===== config.mk =====
export PLATFORM = sky130hd
export DESIGN_NAME = mrv1_thread_sched
export DESIGN_NICKNAME = d
export VERILOG_FILES = /design/src/rtl/mrv1_thread_sched.sv
export SDC_FILE = /design/constraint.sdc
export NUM_CORES = 1
export LEC_CHECK = 0
export CAP_MARGIN = 15
export CORE_MARGIN = 2
export CORE_UTILIZATION = 65
export CTS_BUF_LIST = sky130_fd_sc_hd__clkbuf_4
export CTS_CLUSTER_DIAMETER = 60
export DETAILED_ROUTE_END_ITERATION = 16
export PLACE_DENSITY = 0.87
export SKIP_CTS_REPAIR_TIMING = 1
export SYNTH_ARGS = -nofsm -noshare
export SYNTH_HDL_FRONTEND = slang
export SYNTH_SLANG_ARGS = --single-unit

===== constraint.sdc =====
create_clock -name clk_i -period 7.9 [get_ports clk_i]
set_clock_uncertainty 0.2 [all_clocks]
set_input_delay 0.79 -clock clk_i [delete_from_list [all_inputs] [get_ports clk_i]]
set_output_delay 0.79 -clock clk_i [all_outputs]
set_load 0.05 [all_outputs]

===== src/rtl/mrv1_thread_sched.sv =====
// Per-thread instruction buffer and round-robin issue scheduler feeding mrv1_idecode.
// Optional build macro MRV1_THREAD_SCHED_PERF_EN adds per-thread issue and stall counters.
module mrv1_thread_sched #(
  parameter int NUM_THREADS_P = 8,
  parameter int PC_WIDTH_P    = 32,
  localparam int TID_WIDTH_LP = $clog2(NUM_THREADS_P)
) (
  input  logic                       clk_i,
  input  logic                       rst_ni,
  input  logic [NUM_THREADS_P-1:0]   thread_en_i,
  input  logic                       fetch_vld_i,
  input  logic [31:0]                fetch_insn_i,
  input  logic [PC_WIDTH_P-1:0]      fetch_pc_i,
  input  logic [TID_WIDTH_LP-1:0]    fetch_tid_i,
  output logic [NUM_THREADS_P-1:0]   fetch_rdy_o,
  output logic                       insn_vld_o,
  output logic [31:0]                insn_o,
  output logic [PC_WIDTH_P-1:0]      insn_pc_o,
  output logic [TID_WIDTH_LP-1:0]    insn_tid_o,
  input  logic                       insn_rdy_i,
  input  logic                       dec_b_is_branch_i,
  input  logic                       dec_b_is_jump_i,
  input  logic                       resolve_vld_i,
  input  logic [TID_WIDTH_LP-1:0]    resolve_tid_i,
  input  logic                       flush_i,
  input  logic [TID_WIDTH_LP-1:0]    flush_tid_i,
  output logic [2*NUM_THREADS_P-1:0] dbg_state_o,
  output logic [TID_WIDTH_LP-1:0]    dbg_rr_ptr_o
`ifdef MRV1_THREAD_SCHED_PERF_EN
  ,
  output logic [NUM_THREADS_P*32-1:0] perf_issue_cnt_o,
  output logic [31:0]                 perf_stall_cnt_o
`endif
);

  localparam logic [1:0] ST_EMPTY   = 2'd0;
  localparam logic [1:0] ST_FULL    = 2'd1;
  localparam logic [1:0] ST_WAIT_BR = 2'd2;

  // Handshakes: a transfer happens on a rising edge where valid and ready are both high;
  // ready never depends on valid, and the producer holds data stable while valid waits.
  logic [1:0]              state_q [NUM_THREADS_P];
  logic [1:0]              state_d [NUM_THREADS_P];
  logic [31:0]             insn_q  [NUM_THREADS_P];
  logic [PC_WIDTH_P-1:0]   pc_q    [NUM_THREADS_P];
  logic [TID_WIDTH_LP-1:0] rr_ptr_q;
  logic [TID_WIDTH_LP-1:0] rr_next;
  logic [TID_WIDTH_LP-1:0] grant;
  logic                    grant_vld;
  logic [NUM_THREADS_P-1:0] eligible;
  logic [NUM_THREADS_P-1:0] flush_hit;
  logic [NUM_THREADS_P-1:0] fetch_wr;
  logic [NUM_THREADS_P-1:0] full_vec;
  logic                    fetch_acc;
  logic                    issue;
  logic                    issue_ctrl;

  always_comb begin
    fetch_rdy_o = '0;
    eligible    = '0;
    flush_hit   = '0;
    full_vec    = '0;
    dbg_state_o = '0;
    for (int t = 0; t < NUM_THREADS_P; t++) begin
      flush_hit[t]       = flush_i && (flush_tid_i == TID_WIDTH_LP'(t));
      full_vec[t]        = (state_q[t] == ST_FULL);
      fetch_rdy_o[t]     = thread_en_i[t] && (state_q[t] == ST_EMPTY);
      eligible[t]        = full_vec[t] && thread_en_i[t] && !flush_hit[t];
      dbg_state_o[2*t +: 2] = state_q[t];
    end
  end

  assign fetch_acc    = fetch_vld_i && fetch_rdy_o[fetch_tid_i];
  assign dbg_rr_ptr_o = rr_ptr_q;

  // Round-robin search starting at rr_ptr_q, which holds the highest priority.
  always_comb begin
    int j;
    j         = 0;
    grant     = '0;
    grant_vld = 1'b0;
    for (int i = 0; i < NUM_THREADS_P; i++) begin
      j = int'(rr_ptr_q) + i;
      if (j >= NUM_THREADS_P) j = j - NUM_THREADS_P;
      if (!grant_vld && eligible[j]) begin
        grant_vld = 1'b1;
        grant     = TID_WIDTH_LP'(j);
      end
    end
  end

  assign insn_vld_o = grant_vld;
  assign insn_o     = grant_vld ? insn_q[grant] : '0;
  assign insn_pc_o  = grant_vld ? pc_q[grant]   : '0;
  assign insn_tid_o = grant_vld ? grant         : '0;

  assign issue      = grant_vld && insn_rdy_i;
  assign issue_ctrl = dec_b_is_branch_i || dec_b_is_jump_i;
  assign rr_next    = (grant == TID_WIDTH_LP'(NUM_THREADS_P - 1)) ? '0 : grant + TID_WIDTH_LP'(1);

  // Flush takes priority over fetch, issue and resolve of the same thread.
  always_comb begin
    for (int t = 0; t < NUM_THREADS_P; t++) begin
      state_d[t]  = state_q[t];
      fetch_wr[t] = 1'b0;
      if (flush_hit[t]) begin
        state_d[t] = ST_EMPTY;
      end else begin
        case (state_q[t])
          ST_EMPTY: begin
            if (fetch_acc && (fetch_tid_i == TID_WIDTH_LP'(t))) begin
              state_d[t]  = ST_FULL;
              fetch_wr[t] = 1'b1;
            end
          end
          ST_FULL: begin
            if (issue && (grant == TID_WIDTH_LP'(t)))
              state_d[t] = issue_ctrl ? ST_WAIT_BR : ST_EMPTY;
          end
          ST_WAIT_BR: begin
            if (resolve_vld_i && (resolve_tid_i == TID_WIDTH_LP'(t)))
              state_d[t] = ST_EMPTY;
          end
          default: state_d[t] = ST_EMPTY;
        endcase
      end
    end
  end

  always_ff @(posedge clk_i or negedge rst_ni) begin
    if (!rst_ni) begin
      rr_ptr_q <= '0;
      for (int t = 0; t < NUM_THREADS_P; t++) begin
        state_q[t] <= ST_EMPTY;
        insn_q[t]  <= '0;
        pc_q[t]    <= '0;
      end
    end else begin
      if (issue) rr_ptr_q <= rr_next;
      for (int t = 0; t < NUM_THREADS_P; t++) begin
        state_q[t] <= state_d[t];
        if (fetch_wr[t]) begin
          insn_q[t] <= fetch_insn_i;
          pc_q[t]   <= fetch_pc_i;
        end
      end
    end
  end

`ifdef MRV1_THREAD_SCHED_PERF_EN
  logic [31:0] issue_cnt_q [NUM_THREADS_P];
  logic [31:0] stall_cnt_q;

  always_ff @(posedge clk_i or negedge rst_ni) begin
    if (!rst_ni) begin
      stall_cnt_q <= '0;
      for (int t = 0; t < NUM_THREADS_P; t++) issue_cnt_q[t] <= '0;
    end else begin
      if ((|full_vec) && !insn_rdy_i && (stall_cnt_q != '1)) stall_cnt_q <= stall_cnt_q + 32'd1;
      for (int t = 0; t < NUM_THREADS_P; t++)
        if (issue && (grant == TID_WIDTH_LP'(t))) issue_cnt_q[t] <= issue_cnt_q[t] + 32'd1;
    end
  end

  always_comb begin
    perf_issue_cnt_o = '0;
    for (int t = 0; t < NUM_THREADS_P; t++) perf_issue_cnt_o[32*t +: 32] = issue_cnt_q[t];
  end
  assign perf_stall_cnt_o = stall_cnt_q;
`endif

`ifndef SYNTHESIS
  // Fetches aimed at a busy or disabled thread are dropped; the fetch unit should never do that.
  a_fetch_to_ready: assert property (@(posedge clk_i) disable iff (!rst_ni)
    fetch_vld_i |-> fetch_rdy_o[fetch_tid_i]);
`endif

endmodule


# ---- Word level (Yosys, flattened, before mapping)
# Cells that the tools add are included.
# Widths: inputs -> output; s select.
dict set report totals {
  ff_bits 531
  inputBits 89
  word_cells 354
}
dict set report classes {
  addsub 16
  order_cmp 18
  eq_ne 68
  muxes 125
  bitwise 1
  n_reduce_logical 101
}
# op count
set op_table {}
lappend op_table {{$mux 32} 14}
lappend op_table {{$lt 32x5->1 const B} 8}
lappend op_table {{$bmux 32 s3} 2}
lappend op_table {{$mux 2} 33}
lappend op_table {{$logic_and 1x1->1} 65}
lappend op_table {{$mux 1} 49}
lappend op_table {{$eq 3x3->1 const B} 16}
lappend op_table {{$ne 3x2->1 const B} 16}
lappend op_table {{$pmux 2 s3} 8}
lappend op_table {{$sub 4x4->5 const B} 7}
lappend op_table {{$ge 4x4->1 const B} 8}
lappend op_table {{$mux 3} 10}
lappend op_table {{$bmux 1 s3} 9}
lappend op_table {{$eq 3x2->1 const B} 8}
lappend op_table {{$ne 3x3->1 const B} 8}
lappend op_table {{$reduce_and 3->1} 8}
lappend op_table {{$add 3x3->4 const B} 4}
lappend op_table {{$eq 2x1->1 const B} 8}
lappend op_table {{$eq 2x2->1 const B} 8}
lappend op_table {{$logic_not 2->1} 8}
lappend op_table {{$logic_not 1->1} 15}
lappend op_table {{$eq 3x1->1 const B} 4}
lappend op_table {{$logic_not 3->1} 4}
lappend op_table {{$add 3x2->4 const B} 2}
lappend op_table {{other kinds (7)} 7}

# ---- Depth between registers and ports, before layout
dict set report depth {
  ltp_word 34
  ltp_mapped 17
}

# ---- Worst setup path before layout
# OpenSTA, ideal clock, no wires.
dict set report synth_path {
  kind {register to output}
  startpoint {register rr_ptr_q[0] (netlist: dbg_rr_ptr_o[0])}
  endpoint {output port insn_o[0]}
  arrival_ns 4.325
  required_time_ns 6.910
  path_slack_ns 2.585
  path_stages_with_launch 15
  n_path_buf 3
  cell_sequence {dfrtp_1 -> inv_1 -> buf_2 -> ha_1 -> xnor2_1 -> mux4_2 -> o21a_1 -> o31ai_1 -> nor2_1 -> nor2_2 -> inv_2 -> and3_1 -> buf_4 -> buf_4 -> a221o_1}
}
dict set report synth_between {
  elab_chain_cells 32
  word_cells_on_any_way 90
}
# item line
set synth_rtl {}
lappend synth_rtl {{from (decl)} 46} ;# logic [TID_WIDTH_LP-1:0] rr_ptr_q;
lappend synth_rtl {{from (signal assigned)} 139} ;# if (issue) rr_ptr_q <= rr_next;
lappend synth_rtl {{branches (longest 31 deep; another with $sub 4x4->5)} --}
lappend synth_rtl {{$mux 32 *} 93} ;# assign insn_o = grant_vld ? insn_q[grant] : '0;
lappend synth_rtl {{to (decl)} 17} ;# output logic [31:0] insn_o,
# Mark *: on every way between the ends. The select of a mux whose other input is x is not followed.

# ---- Worst setup path after layout
# Ends and elaborated chain as after synthesis.

==> impl_metrics.json <==
{
  "r2r_setup_slack_ns": 2.99,
  "design.die.area_mm2": 0.0405,
  "synth.yosys.seq_area_share_pct": 52.5,
  "syn_area_mm2": 0.0253,
  "first_global_vias": 17700,
  "die_w_um": 201,
  "crit_fanout": 32,
  "syn_area_per_cell_um2": 14.1,
  "crit_arrival_ns": 6.42,
  "coreArea_mm2": 0.0386,
  "holdPathEnd": "insn_q[180]",
  "fill_cells": 2471,
  "critPathKind": "flip-flop to output pin",
  "final-seq-area_mm2": 0.0133,
  "ys_types": 69,
  "cts-buffers-inserted": 136,
  "ant_nets": 0,
  "cts_tree": "yes",
  "mostFrequentLayoutCell": "mux2_2",
  "synth_edf_count": 0,
  "r2r-end": "dbg_rr_ptr_o[2]",
  "gp_congestion": 0.907,
  "cts_root_buffer": "clkbuf_4",
  "dpl_worst_slack_ns": 1.05,
  "post-dp-hpwl_um": 34700,
  "start_util_pct": 65.6,
  "period_needed_ns": 7.41,
  "multiInputGateArea_mm2": 0.0115,
  "ys.flop_type": "dfrtp_1",
  "mostFrequentLayoutCells": "mux2_2 (622), dfrtp_1 (531), clkbuf_4 (197), clkdlybuf4s50_1 (182), mux2i_1 (139)",
  "clk_path_buf_depth": 3,
  "hold_violations": 0,
  "run_status": "finished clean",
  "final_max_slew_viol_count": 0,
  "wl_per_cell_um": 22.5,
  "die_y_um": 201,
  "cts_sinks": 531,
  "hold_start": "insn_q[180]",
  "yosys_warnings": 0,
  "setup_viol": 0,
  "drc": 0,
  "first_pass_iters": 6,
  "grt_max_degree": 132,
  "timing.final.crit_share_pct": 93.8,
  "synth_seq_cells": 531,
  "grt_antenna_before_repair": 4,
  "hp-class": "flip-flop to flip-flop",
  "drt_iter0_drc": 978,
  "rsz0062_at_grt": "no",
  "vias": 16600,
  "crit_slowest_cell": "clkdlybuf4s50_1",
  "cts_htree_levels": 4,
  "viasPerCell": 6.31,
  "postSynthCellCount": 1796,
  "grt_pass1_wl_um": 95800,
  "async_reset_ff_share_pct": 100,
  "placedCellCount": 2405,
  "layout-drive-gt1-share_pct": 42.9,
  "crit_path_frequent_cell": "inv_1",
  "fmax_mhz": 135,
  "holdPathStages": 1,
  "wirelength_um": 59400,
  "worstSetupEndpointType": "output pin",
  "crit_chain": "inv_1, ha_1, inv_1, mux4_2, and2_2, nand3_2, or3_1, nand2_1, and3_4, buf_4, a221o_1, clkdlybuf4s50_1",
  "required_ns": 6.91,
  "path_clk_slew_ns": 0.06,
  "port_buffers": 183,
  "rr_startpoint": "dbg_rr_ptr_o[0]",
  "fin_setup_tns_ns": 0,
  "cap_violations": 0,
  "ios": 184,
  "num-nets-final": 2122,
  "r2r_cells": 12,
  "worst_slack_ns": 0.494,
  "area_growth_pct": 16.0,
  "instances_no_fill": 2635,
  "start_kind": "flip-flop",
  "cp_slowest_stage_delay_ns": 0.83,
  "num_rows": 72,
  "clk_latency_ns": 0.84,
  "worst_pin_slew_ns": 1.25,
  "grt_remaining_overflow": 0,
  "grt_util_all_layers_pct": 29.9,
  "syn_nets": 1892,
  "slew_headroom_pct": 16.9
}
-- worst max path at each step --
stage,cells after the start,start,to,slack [ns]
finish,12,dbg_rr_ptr_o[0],insn_o[0],0.49
detailed placement,13,flush_tid_i[2],insn_o[0],1.05
global placement,13,flush_i,insn_o[0],1.19
floorplan,14,dbg_rr_ptr_o[0],insn_o[0],2.59
CTS,12,dbg_rr_ptr_o[0],insn_o[0],0.48
global route,12,dbg_rr_ptr_o[0],insn_o[0],0.15
-- area by class of cell --
type                    count  share of cell area [%]
inverters                  17                   0.218
well taps                 518                    2.21
diodes                      5                  0.0426
repair buffers            211                    7.28
clock inverters            27                   0.729
clock buffers             197                    5.04
multi-input cells        1129                    39.2
flip-flops and latches    531                    45.3
-- stage by stage --
step / hold WS, ns / utilization (%) / area (um^2)
final: 0.297 / 76.1 / 29300
after CTS: -0.208 / 76.0 / 29300
after global routing: 0.308 / 76.1 / 29300
after global placement: 0.280 / 71.6 / 27600
after detailed placement: 0.286 / 71.6 / 27600
after floorplan: 0.272 / - / 25300
-- worst max-delay path, delay by kind of cell (launching register included) --
| kind | cells | cell delay [ns] |
|---|---|---|
| AO/OA/AOI/OAI | 1 | 0.23 |
| adder cells (fa/ha/maj) | 1 | 0.69 |
| buffers and inverters | 4 | 1.83 |
| flip-flops | 1 | 0.66 |
| multiplexers | 1 | 0.30 |
| AND/OR/NAND/NOR | 5 | 1.83 |
-- state kept, by name, indices dropped and copies added (netlist names) --
name / flops
pc_q: 256
dbg_rr_ptr_o: 3
dbg_state_o: 16
insn_q: 256
-- synthesized netlist by cell type, drive strengths merged (5+ instances only) --
cell type / n / area [um^2]
o22ai: 68 / 438
o21ai: 14 / 70.1
nand2: 26 / 97.6
o311ai: 7 / 61.3
and2: 5 / 32.5
nor2: 22 / 85.1
or3: 7 / 43.8
mux2: 651 / 7330
a221o: 64 / 641
and3: 6 / 42.5
buf: 40 / 254
clkbuf: 79 / 297
a21oi: 5 / 25.0
nand4b: 6 / 67.6
mux2i: 140 / 1410
nand3: 15 / 90.1
inv: 16 / 60.1
dfrtp: 531 / 13300
nor3b: 7 / 52.6
mux4: 12 / 270
ha: 7 / 87.6
nor3: 10 / 50.1
nor2b: 8 / 50.1
-- metal layers --
metal | global-route usage (%) | vias to the layer above | part of all wire, %
met2 | 49.0 | 514 | 49
met1 | 39.8 | 8717 | 43
li1 | - | 7274 | -
met4 | 10.4 | 4 | 2.2
met3 | 6.58 | 117 | 5.3
met5 | 0 | - | 0.051
-- logic make-up (layout without fill, tap and decap cells) --
family          after synthesis  count (layout)  synth area share, %
mux                         803             803                 35.6
flops                       531             531                 52.5
compound gates              187             187                 5.98
buf+inv                     136             452                 2.43
simple gates                129             129                 3.01
fa+ha+maj                     7               7                0.346
xor+xnor                      3               3                0.104
other cells                   0               5                    0
Power is left out: the tool's default activity adds up to more than one toggle a clock period on the data nets, which glitch-free logic cannot reach.
